**config.mk**
```make
export PLATFORM = sky130hd
export DESIGN_NAME = prog_loader
export DESIGN_NICKNAME = d
export VERILOG_FILES = /design/src/rtl/prog_loader_pkg.sv /design/src/rtl/prog_loader_timeout.sv /design/src/rtl/prog_loader.sv
export SDC_FILE = /design/constraint.sdc
export NUM_CORES = 1
export LEC_CHECK = 0
export CAP_MARGIN = 20
export CORE_MARGIN = 2
export CORE_UTILIZATION = 55
export CTS_BUF_LIST = sky130_fd_sc_hd__clkbuf_4 sky130_fd_sc_hd__clkbuf_8
export DETAILED_ROUTE_END_ITERATION = 12
export PLACE_DENSITY = 0.84
export SETUP_SLACK_MARGIN = 0.02
export SYNTH_ARGS = -nofsm -noshare
export SYNTH_HDL_FRONTEND = slang
export SYNTH_SLANG_ARGS = --single-unit
export TNS_END_PERCENT = 30
```
**constraint.sdc**
```tcl
create_clock -name clock -period 4.9 [get_ports clock]
set_input_delay 0.49 -clock clock [delete_from_list [all_inputs] [get_ports clock]]
set_output_delay 0.49 -clock clock [all_outputs]
set_load 0.01 [all_outputs]
```
**src/rtl/prog_loader_pkg.sv**
```systemverilog
// ============================================================================
// prog_loader_pkg : shared types and constants for the framed program loader
// Revision 1.0
// ============================================================================
`default_nettype none

package prog_loader_pkg;

  typedef enum logic [2:0] {
    IDLE    = 3'd0,
    ADDR_LO = 3'd1,
    ADDR_HI = 3'd2,
    LEN_LO  = 3'd3,
    LEN_HI  = 3'd4,
    DATA    = 3'd5,
    CSUM    = 3'd6
  } state_t;

  localparam logic [1:0] ERR_NONE    = 2'd0;
  localparam logic [1:0] ERR_CSUM    = 2'd1;
  localparam logic [1:0] ERR_TIMEOUT = 2'd2;

  localparam logic [7:0] DEF_SYNC_BYTE = 8'hA5;
  localparam int         DEF_TIMEOUT   = 1024;

endpackage

`default_nettype wire

```
**src/rtl/prog_loader_timeout.sv**
```systemverilog
// ============================================================================
// loader_timeout : idle-clock counter, cleared on every accepted byte
// Revision 1.0
// ============================================================================
`default_nettype none

module loader_timeout #(
  parameter int TIMEOUT = 1024
) (
  input  logic clock,
  input  logic reset,
  input  logic enable,
  input  logic clear,
  output logic expired
);

  localparam int CW = $clog2(TIMEOUT + 1);

  logic [CW-1:0] count;

  // count holds the number of completed idle clocks; the TIMEOUT-th idle clock
  // is the one in which expired is raised, regardless of any accept in it
  always_ff @(posedge clock) begin
    if (reset || !enable || clear) begin
      count <= '0;
    end else begin
      count <= count + CW'(1);
    end
  end

  assign expired = enable && (count == CW'(TIMEOUT - 1));

endmodule

`default_nettype wire

```
**src/rtl/prog_loader.sv**
```systemverilog
// ============================================================================
// prog_loader : framed byte-stream loader writing processor working memory
// Revision 1.0
// ============================================================================
`default_nettype none

module prog_loader
  import prog_loader_pkg::*;
#(
  parameter int                ADDR_W    = 16,
  parameter int                DATA_W    = 8,
  parameter logic [DATA_W-1:0] SYNC_BYTE = DEF_SYNC_BYTE,
  parameter int                TIMEOUT   = DEF_TIMEOUT
) (
  input  logic              clock,
  input  logic              reset,
  input  logic [DATA_W-1:0] s_data,
  input  logic              s_valid,
  output logic              s_ready,
  output logic              mem_we,
  output logic [ADDR_W-1:0] mem_addr,
  output logic [DATA_W-1:0] mem_wdata,
  output logic              cpu_hold,
  output logic              load_done,
  output logic              load_err,
  output logic [1:0]        err_code
);

  localparam int LEN_W = 2 * DATA_W;

  state_t              state;
  state_t              state_nxt;
  logic                accept;
  logic                expired;
  logic [DATA_W-1:0]   sum;
  logic [DATA_W-1:0]   csum_total;
  logic [DATA_W-1:0]   len_lo;
  logic [LEN_W-1:0]    remaining;
  logic [LEN_W-1:0]    frame_len;
  logic [ADDR_W-1:0]   waddr;

  assign accept     = s_valid && s_ready;
  assign csum_total = sum + s_data;
  assign frame_len  = {s_data, len_lo};

  loader_timeout #(
    .TIMEOUT (TIMEOUT)
  ) u_timeout (
    .clock   (clock),
    .reset   (reset),
    .enable  (state != IDLE),
    .clear   (accept),
    .expired (expired)
  );

  always_ff @(posedge clock) begin
    if (reset) begin
      state <= IDLE;
    end else begin
      state <= state_nxt;
    end
  end

  always_comb begin
    state_nxt = state;
    if (expired) begin
      state_nxt = IDLE;
    end else if (accept) begin
      case (state)
        IDLE:    if (s_data == SYNC_BYTE) state_nxt = ADDR_LO;
        ADDR_LO: state_nxt = ADDR_HI;
        ADDR_HI: state_nxt = LEN_LO;
        LEN_LO:  state_nxt = LEN_HI;
        LEN_HI:  state_nxt = (frame_len == '0) ? CSUM : DATA;
        DATA:    if (remaining == LEN_W'(1)) state_nxt = CSUM;
        CSUM:    state_nxt = IDLE;
        default: state_nxt = IDLE;
      endcase
    end
  end

  always_ff @(posedge clock) begin
    if (reset) begin
      s_ready   <= 1'b0;
      mem_we    <= 1'b0;
      mem_addr  <= '0;
      mem_wdata <= '0;
      cpu_hold  <= 1'b0;
      load_done <= 1'b0;
      load_err  <= 1'b0;
      err_code  <= ERR_NONE;
      sum       <= '0;
      len_lo    <= '0;
      remaining <= '0;
      waddr     <= '0;
    end else begin
      s_ready   <= 1'b1;
      mem_we    <= 1'b0;
      load_done <= 1'b0;
      load_err  <= 1'b0;
      // expiry wins over any byte arriving in the same cycle; that byte is lost
      if (expired) begin
        cpu_hold <= 1'b0;
        load_err <= 1'b1;
        err_code <= ERR_TIMEOUT;
      end else if (accept) begin
        case (state)
          IDLE: begin
            if (s_data == SYNC_BYTE) begin
              cpu_hold <= 1'b1;
              err_code <= ERR_NONE;
              sum      <= '0;
            end
          end
          ADDR_LO: begin
            waddr[DATA_W-1:0] <= s_data;
            sum               <= csum_total;
          end
          ADDR_HI: begin
            waddr[ADDR_W-1:DATA_W] <= s_data;
            sum                    <= csum_total;
          end
          LEN_LO: begin
            len_lo <= s_data;
            sum    <= csum_total;
          end
          LEN_HI: begin
            remaining <= frame_len;
            sum       <= csum_total;
          end
          DATA: begin
            mem_we    <= 1'b1;
            mem_addr  <= waddr;
            mem_wdata <= s_data;
            waddr     <= waddr + ADDR_W'(1);
            remaining <= remaining - LEN_W'(1);
            sum       <= csum_total;
          end
          CSUM: begin
            cpu_hold <= 1'b0;
            if (csum_total == '0) begin
              load_done <= 1'b1;
            end else begin
              load_err <= 1'b1;
              err_code <= ERR_CSUM;
            end
          end
          default: ;
        endcase
      end
    end
  end

endmodule

`default_nettype wire

```
# Word-level counts from Yosys, hierarchy flattened
# Index checks and enable logic that the tools add are counted.
[op_classes] muxes=23 addsub=4 reduce_logical=30 eq_ne=14 bitwise=3
[op_table] operator="case mux 8 bit (2 select lines)" n=3
[op_table] operator="case mux 16 bit (2 select lines)" n=1
[op_table] operator="AND reduction 3 bit" n=7
[op_table] operator="case mux 3 bit (6 select lines)" n=1
[op_table] operator="adder 16 x 1 -> 16 bit, second input constant" n=1
[op_table] operator="== test 16 x 1 -> 1 bit, second input constant" n=1
[op_table] operator="logical NOT 16 bit" n=1
[op_table] operator="subtractor 16 x 1 -> 16 bit, second input constant" n=1
[op_table] operator="AND reduction 4 bit" n=3
[op_table] operator="nonzero test 2 bit" n=6
[op_table] operator="adder 11 x 1 -> 11 bit, second input constant" n=1
[op_table] operator="== test 11 x 10 -> 1 bit, second input constant" n=1
[op_table] operator="two-way mux 2 bit" n=5
[op_table] operator="== test 3 bit, second input constant" n=3
[op_table] operator="adder 8 bit" n=1
[op_table] operator="== test 8 bit, second input constant" n=1
[op_table] operator="logical NOT 8 bit" n=1
[op_table] operator="two-way mux 1 bit" n=8
[op_table] operator="two-way mux 8 bit" n=1
[op_table] operator="== test 3 x 2 -> 1 bit, second input constant" n=2
[op_table] operator="two-way mux 3 bit" n=2
[op_table] operator="inequality test 2 bit, second input constant" n=3
[op_table] operator="inequality test 3 bit, second input constant" n=2
[op_table] operator="nonzero test 3 bit" n=2
[op_table] operator="12 further kinds" n=16
[word_totals] reg_bits=93 out_inout_bits=31 input_bits=11 wordCells=90

# Logic depth before layout (Yosys ltp)
[depth] depth_word=6 ltp_mapped=9 mapped_depth_nobuf=8

# Modules after synthesis
# A second synthesis with hierarchy kept.
[hier_totals] hier_cells=559 hier_area_um2=4683.2
[by_module_without_submodules] mod="prog_loader" area_per_inst_um2=4180.3 cells_per_inst=505 seq_area_each_um2=1641.6 n_inst=1
[by_module_without_submodules] mod="loader_timeout" area_per_inst_um2=503.0 cells_per_inst=54 seq_area_each_um2=220.2 n_inst=1

# Worst setup path after synthesis
# OpenSTA, ideal clock, no wires.
[synth_timing] path_kind="input to register" from="in s_data[0]" to="reg load_err" setup_slack_ps=2429 t_arrival_ps=2339 required_time_ps=4768 path_buffers=0 stages=8 setup_time_ps=132 cell_sequence="ha_1 -> fa_1 -> a211oi_1 -> nor2_1 -> xor2_1 -> or3_1 -> o41ai_1 -> a21oi_1"
[synth_via] elab_chain_cells=6
[synth_lines] item="start, declared" line_no="prog_loader.sv:17" source="input logic [DATA_W-1:0] s_data,"
[synth_lines] item="adder 8 bit" line_no="prog_loader.sv:43" source="assign csum_total = sum + s_data;"
[synth_lines] item="logical NOT 8 bit" line_no="prog_loader.sv:141" source="if (csum_total == '0) begin"
[synth_lines] item="two-way mux 1 bit" line_no="prog_loader.sv:141"
[synth_lines] item="two-way mux 1 bit" line_no="prog_loader.sv:107" source="case (state)"
[synth_lines] item="two-way mux 1 bit" line_no="prog_loader.sv:106" source="end else if (accept) begin"
[synth_lines] item="two-way mux 1 bit" line_no="prog_loader.sv:102" source="if (expired) begin"
[synth_lines] item="end signal, assigned" line_no="prog_loader.sv:100" source="load_err <= 1'b0;"
[synth_lines] item="end signal, assigned" line_no="prog_loader.sv:104" source="load_err <= 1'b1;"
[synth_lines] item="end signal, assigned" line_no="prog_loader.sv:144" source="load_err <= 1'b1;"
[synth_lines] item="end, declared" line_no="prog_loader.sv:25" source="output logic load_err,"
# Every way passes these cells.
# A chain may end at the register's enable or synchronous reset.

# Worst setup path in the final report
# Same ends and word-level chain as after synthesis.

==> flow_metrics.env <==
export IMPL_status="complete, no violations"
export IMPL_grt_busiest_layer="met2"
export IMPL_maxCapViolCount=0
export IMPL_antenna_found_initial=0
export IMPL_die_x_um=95.85
export IMPL_io_pins=42
export IMPL_wl_mm=11.73
export IMPL_gr_usage_met1=0.3525
export IMPL_die_area_um2=9186
export IMPL_synthArstFlopShare=0
export IMPL_htreeDepth=3
export IMPL_synthesis_area_um2=4639
export IMPL_vias=4430
export IMPL_synthTopCellsByArea="dfxtp_1 40%, nand2_1 7.4%, a21oi_1 7.0%, nand3_1 5.5%, nor2_1 4.9%"
export IMPL_cp_required_ns=5.14
export IMPL_ir_worst_vdd_v=0.0002242
export IMPL_portBuffers=41
export IMPL_wl_per_cell_um=16.16
export IMPL_worst_pin_slew_ns=0.9567
export IMPL_cp_max_fo=7
export IMPL_multi_input_area_um2=2590
export IMPL_hold_viol=0
export IMPL_n_antenna_cell=0
export IMPL_synth_top_cell_by_area="dfxtp_1"
export IMPL_yosysMostFrequentCell="dfxtp_1"
export IMPL_synth_edf_count=0
export IMPL_viasPerCell=6.102
export IMPL_setup_viol=0
export IMPL_drv_slew=0
export IMPL_synth_top_cell_area_share=0.4013
export IMPL_area_growth_pct=13.94
export IMPL_min_period_over_period=0.5934
export IMPL_synthDistinctLibCells=57
export IMPL_initial_utilization=0.5646
export IMPL_fin_hold_ws_ns=0.4631
export IMPL_rsz0062_at_grt="false"
export IMPL_cts_tree="done"
export IMPL_postCtsHoldBufs=0
export IMPL_synthFlopType="dfxtp_1"
export IMPL_nNetsFinal=639
export IMPL_worstPathArrival_ns=3.15
export IMPL_coreArea_um2=8217
export IMPL_antenna_left=0
export IMPL_ys_ff_latch=93
export IMPL_crit_path_end_kind="flop"
export IMPL_dr_pass1_iters=6
export IMPL_drt_iter0_drc=379
export IMPL_grt_first_pass_wirelength_mm=19.42
export IMPL_cts_setup_buffers=0
export IMPL_ys_seq_area_frac=0.4013
export IMPL_clk_pin_slew_ns=0.11
export IMPL_drc_errors=0
export IMPL_routabilityCongestion=0.8611
export IMPL_seq_area_um2=1862
export IMPL_grt_max_degree=41
export IMPL_fin_crit_ns=2.908
export IMPL_nFillCells=708
export IMPL_layout_drive_gt1_share=0.06119
export IMPL_use_met2=0.4470
export IMPL_clkLatencyLatePin_ns=0.37
export IMPL_cts_buffers=9
export IMPL_placementRows=33
export IMPL_grtUsageTotal=0.2678
export IMPL_die_y_um=95.85
export IMPL_max_freq_mhz=343.9
export IMPL_place_hpwl_mm=8.001
export IMPL_ys_warn_count=0
export IMPL_power_leakage_nw=1.719
export IMPL_hold_path_class="reg -> reg"
export IMPL_syn_nets=616
export IMPL_met3_usage=0.04072
export IMPL_synth_common_cells="93 x dfxtp_1, 92 x nand2_1, 65 x a21oi_1, 60 x nor2_1, 51 x nand3_1"
export IMPL_post_cts_resized=0
export IMPL_cts_sinks=93
export IMPL_slew_headroom=0.3574
export IMPL_start_kind="input port"
export IMPL_synthCells=593
export IMPL_cts_buffer_depth=2
export IMPL_gr_total_overflow=0
export IMPL_root_buffer="clkbuf_8"
export IMPL_grt_pass1_vias=4130
export IMPL_crit_type="in -> reg"
export IMPL_finalClockSkew_ns=0.01657
export IMPL_syn_avg_cell_area_um2=7.824
export IMPL_powerDensity_nw_per_um2=259.7
export IMPL_final_setup_tns_ns=0
==> cells by family (layout without fill, tap and decap cells) <==
group                    count (synthesis)  in the layout  synth area share
AND/OR/NAND/NOR                        263            263            0.2770
AO/OA/AOI/OAI                          157            157            0.2012
flip-flops                              93             93            0.4013
buffers and inverters                   45             73           0.04046
XOR/XNOR                                14             14           0.02643
adder cells (fa/ha/maj)                 12             12           0.03398
multiplexers                             9              9           0.01969
==> routing by layer <==
layer | share of wire | wire length, um
met5 | 0 | 0
met4 | 0.018 | 207
met3 | 0.060 | 705
met2 | 0.48 | 5617
met1 | 0.44 | 5198
==> flip-flops by register name, summed over array words and instances (netlist names) <==
name,count
err_code,2
mem_we,1
s_ready,1
remaining,16
load_done,1
sum,8
load_err,1
waddr,16
u_timeout.count,11
cpu_hold,1
mem_wdata,8
mem_addr,16
state,3
len_lo,8
==> cells in the final DEF, fill, tap and decap left out, types with 6 or more instances in the layout <==
| cell type | n |
|---|---|
| dfxtp_1 | 93 |
| nand2_1 | 92 |
| a21oi_1 | 65 |
| nor2_1 | 60 |
| nand3_1 | 51 |
| o21ai_0 | 40 |
| clkdlybuf4s50_1 | 40 |
| ha_1 | 11 |
| inv_1 | 10 |
| nor3_1 | 10 |
| clkbuf_8 | 10 |
| a211oi_1 | 9 |
| mux2i_1 | 8 |
| xnor2_1 | 8 |
| or3_1 | 7 |
| a22oi_1 | 7 |
| nor4_1 | 6 |
| xor2_1 | 6 |
| buf_4 | 6 |
==> power breakdown <==
part / leakage [nW] / internal, mW / total (mW) / switching (mW)
Sequential: 0.749 / 0.756 / 0.756 / 0.000386
Combinational: 0.863 / 0.0182 / 0.0563 / 0.0381
Clock: 0.107 / 0.260 / 0.561 / 0.301
==> per-stage QoR <==
step	util	power [mW]	instances	setup WS (ns)	cell area [um^2]
2_1_floorplan	-	0.8041	593	2.429	4639
3_3_place_gp	0.6172	0.8280	710	1.675	5071
3_5_place_dp	0.6172	0.8288	710	1.580	5071
4_1_cts	0.6434	1.374	726	1.977	5286
5_1_grt	0.6434	1.414	726	1.789	5286
6_report	0.6434	1.373	726	1.992	5286
==> cell type report <==
type,instances,area share
inverters,10,0.007101
multi-input cells,455,0.4899
flip-flops and latches,93,0.3522
clock buffers,10,0.02604
clock inverters,6,0.01467
repair buffers,47,0.08521
well taps,105,0.02485
==> path summary, 6_finish.rpt <==
check	start	to	slack, ns	cells after the start
min	mem_addr[5]$_SDFFE_PP0P_	mem_addr[5]$_SDFFE_PP0P_	0.46	2
min reg2reg	mem_addr[5]$_SDFFE_PP0P_	mem_addr[5]$_SDFFE_PP0P_	0.46	2
max reg2reg	state[1]$_SDFFE_PP0P_	mem_addr[10]$_SDFFE_PP0P_	2.18	6
max	s_data[0]	load_err$_SDFF_PP0_	1.99	9
==> worst max-delay path, cell delays in order <==
cell,delay [ns]
clkdlybuf4s50_1,0.54
ha_1,0.30
fa_1,0.41
a211oi_1,0.30
nor2_1,0.10
xor2_1,0.16
or3_1,0.37
o41ai_1,0.35
a21oi_1,0.13
(Power assumes the default switching activity.)
